**src/rtl/cpu_pkg.sv**
```systemverilog
// cpu_pkg -- constants and types shared by the fetch stage and main control.
//   Opcode constants, the NOP encoding, and the fetch-stage FSM state type.
package cpu_pkg;

   localparam logic [5:0] OP_RTYPE = 6'd0;
   localparam logic [5:0] OP_J     = 6'd2;
   localparam logic [5:0] OP_JAL   = 6'd3;
   localparam logic [5:0] OP_BEQ   = 6'd4;
   localparam logic [5:0] OP_BNE   = 6'd5;
   localparam logic [5:0] OP_ADDI  = 6'd8;
   localparam logic [5:0] OP_LW    = 6'd35;
   localparam logic [5:0] OP_SW    = 6'd43;
   localparam logic [5:0] OP_STOP  = 6'd63;

   // All-zero word decodes as SLL $0,$0,0: architecturally a no-op.
   localparam logic [31:0] NOP_INSTR = 32'h0000_0000;

   typedef enum logic [1:0] {
      RUN    = 2'd0,
      DRAIN  = 2'd1,
      HALTED = 2'd2
   } fetch_state_t;

endpackage

```
**src/rtl/if_id_reg.sv**
```systemverilog
// if_id_reg -- IF/ID pipeline register.
//   clk, rst_n : clock, asynchronous active-low reset
//   en_i       : load instr_i / pc4_i and mark valid
//   clr_i      : squash to a bubble (NOP, invalid); pc4 is kept; wins over en_i
//   instr_i    : fetched instruction word
//   pc4_i      : PC+4 of the fetched instruction
//   instr_o, pc4_o, valid_o : registered contents
module if_id_reg
   import cpu_pkg::*;
#(
   parameter int ADDR_W  = 32,
   parameter int INSTR_W = 32
) (
   input  logic               clk,
   input  logic               rst_n,
   input  logic               en_i,
   input  logic               clr_i,
   input  logic [INSTR_W-1:0] instr_i,
   input  logic [ADDR_W-1:0]  pc4_i,
   output logic [INSTR_W-1:0] instr_o,
   output logic [ADDR_W-1:0]  pc4_o,
   output logic               valid_o
);

   logic [INSTR_W-1:0] instr_q;
   logic [ADDR_W-1:0]  pc4_q;
   logic               valid_q;

   always_ff @(posedge clk or negedge rst_n) begin
      if (!rst_n) begin
         instr_q <= INSTR_W'(NOP_INSTR);
         pc4_q   <= '0;
         valid_q <= 1'b0;
      end else if (clr_i) begin
         instr_q <= INSTR_W'(NOP_INSTR);
         valid_q <= 1'b0;
      end else if (en_i) begin
         instr_q <= instr_i;
         pc4_q   <= pc4_i;
         valid_q <= 1'b1;
      end
   end

   assign instr_o = instr_q;
   assign pc4_o   = pc4_q;
   assign valid_o = valid_q;

endmodule

```
**src/rtl/if_stage.sv**
```systemverilog
// if_stage -- instruction fetch stage with the IF/ID register.
//   clk, rst_n    : clock, asynchronous active-low reset
//   stall_i       : hold PC and IF/ID (load-use hazard)
//   flush_i       : squash IF/ID, load word-aligned redirect_pc_i into PC
//   redirect_pc_i : branch/jump target resolved in EX
//   imem_addr_o   : current PC, imem is read combinationally
//   imem_rdata_i  : instruction at imem_addr_o
//   if_id_instr_o, if_id_pc4_o, if_id_valid_o : IF/ID register contents
//   opcode_o, func_o : decode fields of the IF/ID instruction for main control
//   halted_o      : pipeline drained after STOP; sticky until reset
module if_stage
   import cpu_pkg::*;
#(
   parameter int               ADDR_W       = 32,
   parameter int               INSTR_W      = 32,
   parameter logic [ADDR_W-1:0] RESET_PC    = '0,
   parameter int               DRAIN_CYCLES = 4
) (
   input  logic               clk,
   input  logic               rst_n,
   input  logic               stall_i,
   input  logic               flush_i,
   input  logic [ADDR_W-1:0]  redirect_pc_i,
   output logic [ADDR_W-1:0]  imem_addr_o,
   input  logic [INSTR_W-1:0] imem_rdata_i,
   output logic [INSTR_W-1:0] if_id_instr_o,
   output logic [ADDR_W-1:0]  if_id_pc4_o,
   output logic               if_id_valid_o,
   output logic [5:0]         opcode_o,
   output logic [5:0]         func_o,
   output logic               halted_o
);

   localparam int CNT_W = (DRAIN_CYCLES < 2) ? 1 : $clog2(DRAIN_CYCLES);
   localparam logic [CNT_W-1:0] CNT_LAST = CNT_W'(DRAIN_CYCLES - 1);

   fetch_state_t      state_q, state_d;
   logic [CNT_W-1:0]  drain_cnt_q, drain_cnt_d;
   logic [ADDR_W-1:0] pc_q, pc_d;
   logic              halted_q, halted_d;
   logic              adv, clr;
   logic [ADDR_W-1:0] pc_plus4;
   logic [ADDR_W-1:0] redirect_aligned;

   assign pc_plus4 = pc_q + ADDR_W'(4);   // wraps mod 2^ADDR_W by construction
   // Masking rather than slicing keeps the target word-aligned.
   assign redirect_aligned = redirect_pc_i & ~ADDR_W'(3);

   always_comb begin
      state_d     = state_q;
      drain_cnt_d = drain_cnt_q;
      halted_d    = halted_q;
      pc_d        = pc_q;
      adv         = 1'b0;
      clr         = 1'b0;
      unique case (state_q)
         RUN: begin
            if (flush_i) begin
               pc_d = redirect_aligned;
               clr  = 1'b1;
            end else if (!stall_i) begin
               adv  = 1'b1;
               pc_d = pc_plus4;
               // The edge that loads STOP still advances the PC; it freezes afterwards.
               if (imem_rdata_i[31:26] == OP_STOP) begin
                  state_d     = DRAIN;
                  drain_cnt_d = '0;
               end
            end
         end
         DRAIN: begin
            // STOP on a mispredicted path: abandon the drain.
            if (flush_i) begin
               pc_d        = redirect_aligned;
               clr         = 1'b1;
               state_d     = RUN;
               drain_cnt_d = '0;
            end else if (drain_cnt_q == CNT_LAST) begin
               state_d  = HALTED;
               halted_d = 1'b1;
            end else begin
               drain_cnt_d = drain_cnt_q + 1'b1;
            end
         end
         HALTED: begin
         end
         default: begin
            state_d = RUN;
         end
      endcase
   end

   always_ff @(posedge clk or negedge rst_n) begin
      if (!rst_n) begin
         state_q     <= RUN;
         drain_cnt_q <= '0;
         pc_q        <= RESET_PC;
         halted_q    <= 1'b0;
      end else begin
         state_q     <= state_d;
         drain_cnt_q <= drain_cnt_d;
         pc_q        <= pc_d;
         halted_q    <= halted_d;
      end
   end

   if_id_reg #(
      .ADDR_W  (ADDR_W),
      .INSTR_W (INSTR_W)
   ) u_if_id (
      .clk     (clk),
      .rst_n   (rst_n),
      .en_i    (adv),
      .clr_i   (clr),
      .instr_i (imem_rdata_i),
      .pc4_i   (pc_plus4),
      .instr_o (if_id_instr_o),
      .pc4_o   (if_id_pc4_o),
      .valid_o (if_id_valid_o)
   );

   assign imem_addr_o = pc_q;
   assign opcode_o    = if_id_instr_o[31:26];
   assign func_o      = if_id_instr_o[5:0];
   assign halted_o    = halted_q;

endmodule
```
**config.mk**
```make
export PLATFORM = sky130hd
export DESIGN_NAME = if_stage
export DESIGN_NICKNAME = d
export VERILOG_FILES = /design/src/rtl/cpu_pkg.sv /design/src/rtl/if_id_reg.sv /design/src/rtl/if_stage.sv
export SDC_FILE = /design/constraint.sdc
export NUM_CORES = 1
export LEC_CHECK = 0
export ABC_CLOCK_PERIOD_IN_PS = 2710
export CAP_MARGIN = 0
export CELL_PAD_IN_SITES_DETAIL_PLACEMENT = 1
export CELL_PAD_IN_SITES_GLOBAL_PLACEMENT = 1
export CORE_MARGIN = 2
export CORE_UTILIZATION = 35
export DETAILED_ROUTE_END_ITERATION = 16
export HOLD_SLACK_MARGIN = 0.03
export PLACE_DENSITY = 0.89
export SETUP_SLACK_MARGIN = 0.4
export SKIP_CTS_REPAIR_TIMING = 1
export SYNTH_ARGS = -nofsm -noshare
export SYNTH_HDL_FRONTEND = slang
export SYNTH_HIERARCHICAL = 1
export SYNTH_SLANG_ARGS = --single-unit
```
**constraint.sdc**
```tcl
create_clock -name clk -period 2.71 [get_ports clk]
set_input_delay 0.813 -clock clk [delete_from_list [all_inputs] [get_ports clk]]
set_output_delay 0.813 -clock clk [all_outputs]
set_load 0.05 [all_outputs]
```
==> reports/qor.yml, run 1 <==
num_rows: 44
n_antenna_cell: 0
port-buffer-count: 173
synth_edf_count: 0
hp-class: "input pin to asynchronous set/reset pin"
synth_area_um2: 5240
synth_top_area_share_pct: 47.8
finalHoldViolCount: 0
postSynthAreaPerCell_um2: 10.8
crit_path_frequent_cell: "buf_12"
critPathMaxFanout: 19
clock_latency_ns: 0.34
synth_area_leaders: "dfrtp_1 48%, mux2_4 8.6%, mux2i_1 6.3%, nor2_1 3.6%, xnor2_1 3.5%"
place_area_um2: 7120
initial_core_util_pct: 35.9
reg2reg_from: "imem_addr_o[2]$_DFFE_PN0P_"
leakage_nw: 4.37
drt-initial-drc-count: 136
critical_path.startpoint_type: "input pin"
root_buffer: "clkbuf_16"
synth_ff_type: "dfrtp_1"
via_per_inst: 5.31
cp.arrival_ns: 2.46
cp-end-kind: "register"
cts_buffer_depth: 2
path_clk_slew_ns: 0.07
clkSinkCount: 100
drive_gt1_share_pct: 13.3
core_area_um2: 14600
syn_inst: 486
yosysTopAreaCell: "dfrtp_1"
fin_ws_ns: 0.476
fill_cells: 1520
drc: 0
min_period_ns: 2.23
slew-limit-headroom_pct: 61.3
wire_per_inst_um: 19.9
totalWireLength_mm: 16.6
met1_length_mm: 7.23
cts_tree: "built"
worst_pin_slew_ns: 0.581
power.total_mw: 5.96
synthArstFlopShare_pct: 100
ys_ff_latch: 100
finalClockSkew_ns: 0.0104
dp_slack_ns: 0.0297
irDropWorstVdd_v: 0.000350
max_stage_delay_ns: 0.41
setup_tns_ns: 0
final_area_um2: 7760
critPathLaunch: "stall_i"
syn_to_final_growth_pct: 48.2
seq_area_um2: 2500
dr_wl_met3_um: 842
report.final.slew_viol_count: 0
cap_violations: 0
critPathKind: "input pin to register"
wl_met2_mm: 8.22
ios: 178
cts_buffers: 9
cts_max_level: 3
status: "complete, no violations"
finalSetupViolations: 0
gp_congestion: 0.803
drt-pass1-iter-count: 4
max_freq_ghz: 0.448
die_h_um: 126
finalNetCount: 715
yosysWarnings: 6
fp.dieW_um: 126
highest_layer: "met4"
grt_max_degree: 54
ys_seq_area_share_pct: 47.8
critPathSlowestCell: "clkdlybuf4s50_1"
power.density_nw_per_um2: 767
grt_pass1_vias: 4735
ant_nets: 0
grt_overflow: 0
rsz0062_at_grt: "no"
hold_ws_ns: 0.287
multi_input_area_um2: 2470
dieArea_um2: 16000
grt_pass1_wl_mm: 25.2
cp.required_ns: 2.94
fin_crit_sh_pct: 82.4
synth_cell_types: 49
path_cells: "clkdlybuf4s50_1 > nor2_2 > o21ba_2 > nand2_2 > inv_2 > nor2b_4 > buf_12 > buf_12 > mux2_4"
vias: 4424
grt_usage_pct: 19.7
dpl.hpwl_mm: 11.4
antenna_found_initial: 0
-- area by class of cell --
cell class                      count  share of cell area (%)
Sequential cell                   100                    32.2
Inverter                            5                   0.242
Multi-Input combinational cell    337                    31.8
Clock buffer                       11                    3.13
Clock inverter                      4                   0.645
Tap cell                          184                    2.96
Timing Repair Buffer              192                    29.0
-- flip-flops by register name, summed over array words and instances (netlist names) --
name / count
halted_o: 1
imem_addr_o: 30
state_q: 2
u_if_id/pc4_o: 32
drain_cnt_q: 2
u_if_id/valid_o: 1
u_if_id/instr_o: 32
-- kinds of logic (layout without fill, tap and decap cells) --
| family | Yosys count | in the layout | synth area share (%) |
|---|---|---|---|
| compound gates | 92 | 92 | 11.5 |
| xor+xnor | 28 | 28 | 4.68 |
| buf+inv | 52 | 212 | 5.80 |
| simple gates | 146 | 146 | 14.4 |
| mux | 65 | 65 | 15.3 |
| fa+ha+maj | 2 | 2 | 0.478 |
| flops | 100 | 100 | 47.8 |
| other cells | 1 | 4 | 0.0716 |
-- stage by stage --
stage / util, % / cells
global route: 53.2 / 833
CTS: 50.8 / 829
finish: 53.2 / 833
detailed placement: 48.8 / 814
global placement: 48.8 / 814
floorplan: - / 489
-- cells in the mapped netlist (4+ instances only) --
master and count:
dfrtp_1 100, nor2_1 50, mux2i_1 33, nand2_1 31
mux2_4 30, a21oi_1 26, xnor2_1 21, nand3_1 17
o21ai_0 16, buf_2 15, buf_4 14, o22ai_1 14
a2bb2oi_1 12, and3_1 12, nand4_1 12, clkbuf_1 11
xor2_1 7, buf_6 5, inv_1 5, nand2b_1 5
o311ai_1 5, a22oi_1 4, nor3_1 4
-- critical path, delay by kind of cell --
kind,cells,cell delay (ns)
mux,1,0.32
buf+inv,4,0.80
simple gates,3,0.35
compound gates,1,0.16
-- layout by cell type (no fill, tap or decap), types with 2 or more instances in the layout --
| cell | n |
|---|---|
| xnor2_1 | 21 |
| dfrtp_1 | 100 |
| o2bb2ai_1 | 2 |
| dlymetal6s2s_1 | 109 |
| inv_1 | 4 |
| o21a_1 | 2 |
| nor2b_4 | 2 |
| and3_1 | 11 |
| nand2_1 | 30 |
| clkdlybuf4s50_1 | 63 |
| conb_1 | 4 |
| nand3_1 | 16 |
| nor2_1 | 49 |
| clkinvlp_4 | 2 |
| mux2_2 | 2 |
| nor4_4 | 2 |
| mux2i_1 | 33 |
| mux2_4 | 30 |
| a21oi_1 | 26 |
| clkbuf_16 | 10 |
| and2_1 | 2 |
| o21ba_2 | 2 |
| o21ai_0 | 16 |
| o22ai_1 | 14 |
| and3_2 | 3 |
| nor3_1 | 4 |
| nand3_2 | 2 |
| buf_4 | 11 |
| buf_12 | 7 |
| nand2b_1 | 5 |
| xor2_1 | 7 |
| nand4_1 | 12 |
| a22oi_1 | 4 |
| o311ai_1 | 5 |
| a31oi_1 | 2 |
| a2bb2oi_1 | 12 |
-- worst paths after layout --
check	to	slack [ns]	cells past startpoint
worst max-delay path	u_if_id/pc4_o[2]$_DFFE_PN0P_	0.48	9
worst min-delay path	u_if_id/pc4_o[1]$_DFFE_PN0P_	0.29	1
worst max register to register	u_if_id/pc4_o[28]$_DFFE_PN0P_	0.58	7
worst min register to register	halted_o$_DFFE_PN0P_	0.49	1
max in group asynchronous	imem_addr_o[16]$_DFFE_PN0P_	1.66	2
min in group clk	halted_o$_DFFE_PN0P_	0.49	1
-- where the power goes --
part / switching, mW / internal (mW) / total (mW)
Sequential: 0.307 / 1.78 / 2.09
Clock: 0.551 / 0.735 / 1.29
Combinational: 1.60 / 0.980 / 2.58
Total: 2.46 / 3.49 / 5.96
-- per-layer routing --
metal | global-route usage, % | vias up
met4 | 6.08 | 0
met1 | 25.0 | 2224
met5 | 0 | -
met2 | 34.2 | 147
li1 | - | 2033
met3 | 3.84 | 20
Note: power is estimated with default switching activity, not from simulation.
==> run 2: changes to the inputs <==
--- a/config.mk
+++ b/config.mk
@@ -5,15 +5,15 @@
 export SDC_FILE = /design/constraint.sdc
 export NUM_CORES = 1
 export LEC_CHECK = 0
-export ABC_CLOCK_PERIOD_IN_PS = 2710
+export ABC_CLOCK_PERIOD_IN_PS = 1810
 export CAP_MARGIN = 0
 export CELL_PAD_IN_SITES_DETAIL_PLACEMENT = 1
 export CELL_PAD_IN_SITES_GLOBAL_PLACEMENT = 1
 export CORE_MARGIN = 2
-export CORE_UTILIZATION = 35
+export CORE_UTILIZATION = 32
 export DETAILED_ROUTE_END_ITERATION = 16
 export HOLD_SLACK_MARGIN = 0.03
-export PLACE_DENSITY = 0.89
+export PLACE_DENSITY = 0.86
 export SETUP_SLACK_MARGIN = 0.4
 export SKIP_CTS_REPAIR_TIMING = 1
 export SYNTH_ARGS = -nofsm -noshare
==> constraint.sdc (replaced) <==
create_clock -name clk -period 1.81 [get_ports clk]
set_input_delay 0.543 -clock clk [delete_from_list [all_inputs] [get_ports clk]]
set_output_delay 0.543 -clock clk [all_outputs]
set_load 0.05 [all_outputs]
==> reports/qor.yml, run 2 (same netlist as run 1, synthesis figures left out) <==
ios: 178  # unchanged
core_area_um2: 15900  # +9.3%
finalHoldViolCount: 0  # unchanged
initial_core_util_pct: 32.9  # -3.0 points
fin_crit_sh_pct: 113
grt_pass1_wl_mm: 29.1  # +15%
seq_area_um2: 2550  # +1.9%
drt-initial-drc-count: 312  # +130%
grt_max_degree: 40  # -26%
clock_latency_ns: 0.36  # +0.02 ns
cts_buffers: 9  # unchanged
wire_per_inst_um: 27.1  # +36%
power_frac_seq_pct: 27.8  # -7.2 points
rsz0062_at_grt: "yes"
num_rows: 46  # +4.5%
p_switching_mw: 4.76  # +93%
finalSetupViolations: 43  # +43
irDropWorstVdd_v: 0.000686  # +96%
dpl.hpwl_mm: 13.8  # +21%
violations: "setup timing"
grt_overflow: 0  # unchanged
port-buffer-count: 173  # unchanged
critPathMaxFanout: 7  # -12
critical_path.startpoint_type: "register"
grt_usage_pct: 20.9  # +1.2 points
min_period_ns: 2.05
cts_buffer_depth: 2  # unchanged
hp-class: "input pin to asynchronous set/reset pin"
totalWireLength_mm: 28.2  # +70%
swShare_pct: 40.7  # -0.66 points
syn_to_final_growth_pct: 107
cp-end-kind: "register"
finalClockSkew_ns: 0.0161  # +0.00578 ns
power_frac_clock_pct: 17.9  # -3.7 points
max_freq_ghz: 0.487
cp.required_ns: 2.05  # -0.89 ns
rr_worst_depth: 7  # unchanged
critPathKind: "register to register"
finalNetCount: 889  # +24%
die_h_um: 132  # +4.4%
drc: 0  # unchanged
final_cells: 1040  # +25%
path_clk_slew_ns: 0.08  # about the same
placedCellCount: 904  # +11%
drive_gt1_share_pct: 60.2  # +47 points
root_buffer: "clkbuf_16"
cp.arrival_ns: 2.29  # -0.17 ns
clkSinkCount: 100  # unchanged
final_cell_mix: "112 x buf_4, 82 x buf_12, 76 x buf_6, 62 x dfrtp_1, 58 x clkdlybuf4s50_1"
final_util_pct: 67.9  # +15 points
vias: 5605  # +27%
dieArea_um2: 17400  # +9.1%
report.final.slew_viol_count: 0  # unchanged
power.internal_mw: 6.94  # +99%
fill_cells: 1513  # -0.46%
grt_pass1_vias: 5132  # +8.4%
antenna_found_initial: 0  # unchanged
final_common_cell: "buf_4"
power.density_nw_per_um2: 1080  # +41%
leakage_nw: 4.78  # +9.4%
combPwrFrac_pct: 54.3  # +11 points
fin_ws_ns: -0.244  # -0.720 ns
power.total_mw: 11.7  # +96%
cts_max_level: 3  # unchanged
n_antenna_cell: 0  # unchanged
via_per_inst: 5.39  # +1.5%
status: "finished with violations"
drt-pass1-iter-count: 5  # +1
cap_violations: 0  # unchanged
cts_tree: "built"
fp.dieW_um: 132  # +4.4%
gp_congestion: 0.860  # +7.1%
ant_nets: 0  # unchanged
multi_input_area_um2: 3120  # +26%
## run 2: changes by cell type in the layout (fill, tap and decap cells not counted), sizes merged
cell and delta:
clkinv +2, clkdlybuf4s50 -5, dlymetal6s2s -104, clkinvlp -2
nand2b +1, buf +270, clkbuf +13
## run 2: final cells by class
cell class                      instances  share of cell area, %
Multi-Input combinational cell        338                   28.8
Clock inverter                          4                  0.451
Tap cell                              216                   2.50
Clock buffer                           12                   2.28
Timing Repair Buffer                  365                   42.2
Sequential cell                       100                   23.6
Inverter                                5                  0.197
## run 2: stage by stage
step	hold WS [ns]	setup TNS [ns]	worst slack (ns)	area, um^2
2_1_floorplan	0.247	-5.89	-0.248	5510
3_3_place_gp	0.448	-30.07	-0.449	8340
3_5_place_dp	0.449	-37.20	-0.517	8340
4_1_cts	0.0727	-4.48	-0.151	8630
5_1_grt	0.0792	-6.71	-0.283	10800
6_report	0.0781	-4.17	-0.244	10800
## run 2: final timing paths
| check | slack, ns | startpoint | endpoint |
|---|---|---|---|
| worst max-delay path | -0.24 | imem_addr_o[5]$_DFFE_PN0P_ | u_if_id/pc4_o[28]$_DFFE_PN0P_ |
| worst max register to register | -0.24 | imem_addr_o[5]$_DFFE_PN0P_ | u_if_id/pc4_o[28]$_DFFE_PN0P_ |
| worst min-delay path | 0.08 | rst_n | imem_addr_o[8]$_DFFE_PN0P_ |
| min in group clk | 0.55 | drain_cnt_q[1]$_DFFE_PN0P_ | drain_cnt_q[1]$_DFFE_PN0P_ |
| worst min register to register | 0.55 | drain_cnt_q[1]$_DFFE_PN0P_ | drain_cnt_q[1]$_DFFE_PN0P_ |
| max in group asynchronous | 1.10 | rst_n | imem_addr_o[29]$_DFFE_PN0P_ |
## run 2: worst max-delay path, stage by stage (launching register included)
cell	delay, ns
dfrtp_2	0.44
buf_6	0.16
nand4_4	0.15
nor4_4	0.34
buf_6	0.18
nand4_1	0.20
xnor2_1	0.20
mux2_4	0.26
## run 2: power by group through the flow
stage                     Sequential, mW  Clock [mW]  Combinational [mW]
after floorplan                     4.56           0                1.19
after global placement              3.14           0                4.91
after detailed placement            3.17           0                5.04
after CTS                           3.14        2.00                5.06
after global routing                3.28        2.19                6.54
final                               3.25        2.09                6.36
## run 2: layer usage
metal / vias to the layer above / global-route usage [%] / wire length (um)
li1: 2379 / - / -
met1: 2859 / 25.7 / 10400
met2: 281 / 37.5 / 15200
met3: 86 / 3.77 / 1250
met4: 0 / 6.04 / 1340
met5: - / 0 / 0
==> run 3: changes to the inputs <==
--- a/config.mk
+++ b/config.mk
@@ -7,10 +7,8 @@
 export LEC_CHECK = 0
 export ABC_CLOCK_PERIOD_IN_PS = 1810
 export CAP_MARGIN = 0
-export CELL_PAD_IN_SITES_DETAIL_PLACEMENT = 1
-export CELL_PAD_IN_SITES_GLOBAL_PLACEMENT = 1
 export CORE_MARGIN = 2
-export CORE_UTILIZATION = 32
+export CORE_UTILIZATION = 42
 export DETAILED_ROUTE_END_ITERATION = 16
 export HOLD_SLACK_MARGIN = 0.03
 export PLACE_DENSITY = 0.86
==> reports/qor.yml, run 3 (same netlist as run 1, synthesis figures left out) <==
status: "finished with violations"
violations: "setup timing"
swShare_pct: 39.6  # -1.1 points
critPathKind: "register to register"
critical_path.startpoint_type: "register"
cts_tree: "built"
grt_max_degree: 53  # +33%
hp-class: "register to register"
setup_tns_ns: -1.35  # +2.81 ns
fin_crit_sh_pct: 109  # -4.7 points
worst_pin_slew_ns: 0.478
fp.dieW_um: 116  # -12%
fin_ws_ns: -0.158  # +0.0859 ns
critPathBufInv: 2  # unchanged
via_per_inst: 5.74  # +6.5%
grt_overflow: 0  # unchanged
finalNetCount: 883  # -0.67%
irDropWorstVdd_v: 0.000727  # +5.9%
drt-pass1-iter-count: 7  # +2
drive_gt1_share_pct: 59.5  # -0.66 points
finalSetupViolations: 28  # -35%
report.final.slew_viol_count: 0  # unchanged
cp-end-kind: "register"
cp.required_ns: 2.00  # -0.05 ns
busiest_layer: "met2"
min_period_ns: 1.97  # -0.0859 ns
grt_pass1_vias: 4786  # -6.7%
grt_usage_pct: 23.1  # +2.2 points
power.density_nw_per_um2: 1080  # about the same
placedCellCount: 857  # -5.2%
drt-initial-drc-count: 583  # +87%
final_cell_mix: "101 x buf_4, 92 x buf_6, 79 x buf_12, 62 x dfrtp_1, 58 x clkdlybuf4s50_1"
totalWireLength_mm: 24.2  # -14%
root_buffer: "clkbuf_16"
combPwrFrac_pct: 54.3  # about the same
final_area_um2: 10600  # -1.9%
ant_nets: 0  # unchanged
power_frac_seq_pct: 28.2  # +0.4 points
cap_violations: 0  # unchanged
cts_buffers: 9  # unchanged
path_cells: "nand3_4 > nor4_4 > buf_6 > buf_4 > nand4_1 > o311ai_1"
wire_per_inst_um: 24.6  # -9.5%
place_area_um2: 8230  # -1.2%
cts_buffer_depth: 2  # unchanged
finalClockSkew_ns: 0.0172  # +0.00104 ns
met3_usage_pct: 3.82  # +0.050 points
cpLargestDelayFamily: "simple AND/OR/NAND/NOR gates"
grt_use_met1_pct: 29.3  # +3.7 points
final_common_cell: "buf_4"
grt_pass1_wl_mm: 24.2  # -17%
power.internal_mw: 6.93  # -0.18%
leakage_nw: 4.71  # -1.5%
finalHoldViolCount: 0  # unchanged
slew-limit-headroom_pct: 67.6
final_cells: 986  # -5.2%
clock_latency_ns: 0.35  # about the same
power_frac_clock_pct: 17.5  # -0.4 points
p_switching_mw: 4.54  # -4.7%
vias: 5662  # +1.0%
syn_to_final_growth_pct: 103
max_freq_ghz: 0.508  # +4.4%
dpl.hpwl_mm: 11.6  # -16%
rsz0062_at_grt: "yes"
dieArea_um2: 13400  # -23%
cts_max_level: 3  # unchanged
antenna_found_initial: 1  # +1
die_h_um: 116  # -12%
port-buffer-count: 173  # unchanged
drc: 0  # unchanged
core_area_um2: 12100  # -24%
max_stage_delay_ns: 0.48  # +0.04 ns
met2_usage_pct: 40.0  # +2.6 points
final_util_pct: 87.6  # +20 points
critPathSlowestCell: "o311ai_1"
n_antenna_cell: 0  # unchanged
path_clk_slew_ns: 0.08  # about the same
critPathMaxFanout: 7  # unchanged
ios: 178  # unchanged
initial_core_util_pct: 43.3  # +10 points
cp.arrival_ns: 2.16  # -0.13 ns
timing.reg2reg.setup_slack_ns: -0.16  # +0.09 ns
clkSinkCount: 100  # unchanged
gp_congestion: 0.828  # -3.8%
num_rows: 40  # -13%
==> run 3: worst paths after layout <==
path                                              from                             end  cells past startpoint
setup / recovery           imem_addr_o[15]$_DFFE_PN0P_     imem_addr_o[28]$_DFFE_PN0P_                      6
hold reg to reg                   halted_o$_DFFE_PN0P_            halted_o$_DFFE_PN0P_                      1
hold / removal                    halted_o$_DFFE_PN0P_            halted_o$_DFFE_PN0P_                      1
max in group asynchronous                        rst_n  u_if_id/instr_o[3]$_DFFE_PN0P_                      3
setup reg to reg           imem_addr_o[15]$_DFFE_PN0P_     imem_addr_o[28]$_DFFE_PN0P_                      6
min in group asynchronous                        rst_n    u_if_id/pc4_o[8]$_DFFE_PN0P_                      2
==> run 3: per-layer routing <==
layer / part of all wire [%] / wire length, um / vias to the layer above
met5: 0.054 / 13 / -
met4: 4.0 / 963 / 2
met3: 7.5 / 1820 / 100
met2: 51 / 12400 / 392
met1: 37 / 8980 / 2802
li1: - / - / 2366
==> run 3: metrics by stage <==
step	hold WS [ns]	total power, mW	worst slack, ns
5_1_grt	0.520	11.8	-0.219
3_5_place_dp	0.353	8.04	-0.553
4_1_cts	-0.0187	10.0	-0.193
3_3_place_gp	0.351	7.92	-0.482
6_report	0.510	11.5	-0.158
2_1_floorplan	0.247	5.75	-0.248
==> run 3: final cells by class <==
type / count / area, um^2
clock buffers: 11 / 253
clock inverters: 5 / 50.0
fillers: 527 / 1500
inverters: 5 / 21.3
multi-input cells: 338 / 3050
flip-flops and latches: 100 / 2550
well taps: 168 / 210
repair buffers: 359 / 4480
==> run 3: worst register-to-register path: cells and delay by family (launching register included) <==
kind / cells / cell delay [ns]
compound gates: 1 / 0.48
buf+inv: 2 / 0.31
flops: 1 / 0.43
simple gates: 3 / 0.59
==> run 3: power groups by stage <==
| stage | clock (mW) | sequential [mW] | combinational, mW |
|---|---|---|---|
| 6_report | 2.00 | 3.23 | 6.23 |
| 5_1_grt | 2.14 | 3.26 | 6.38 |
| 4_1_cts | 1.99 | 3.15 | 4.88 |
| 3_5_place_dp | 0 | 3.17 | 4.87 |
| 3_3_place_gp | 0 | 3.15 | 4.78 |
| 2_1_floorplan | 0 | 4.56 | 1.19 |
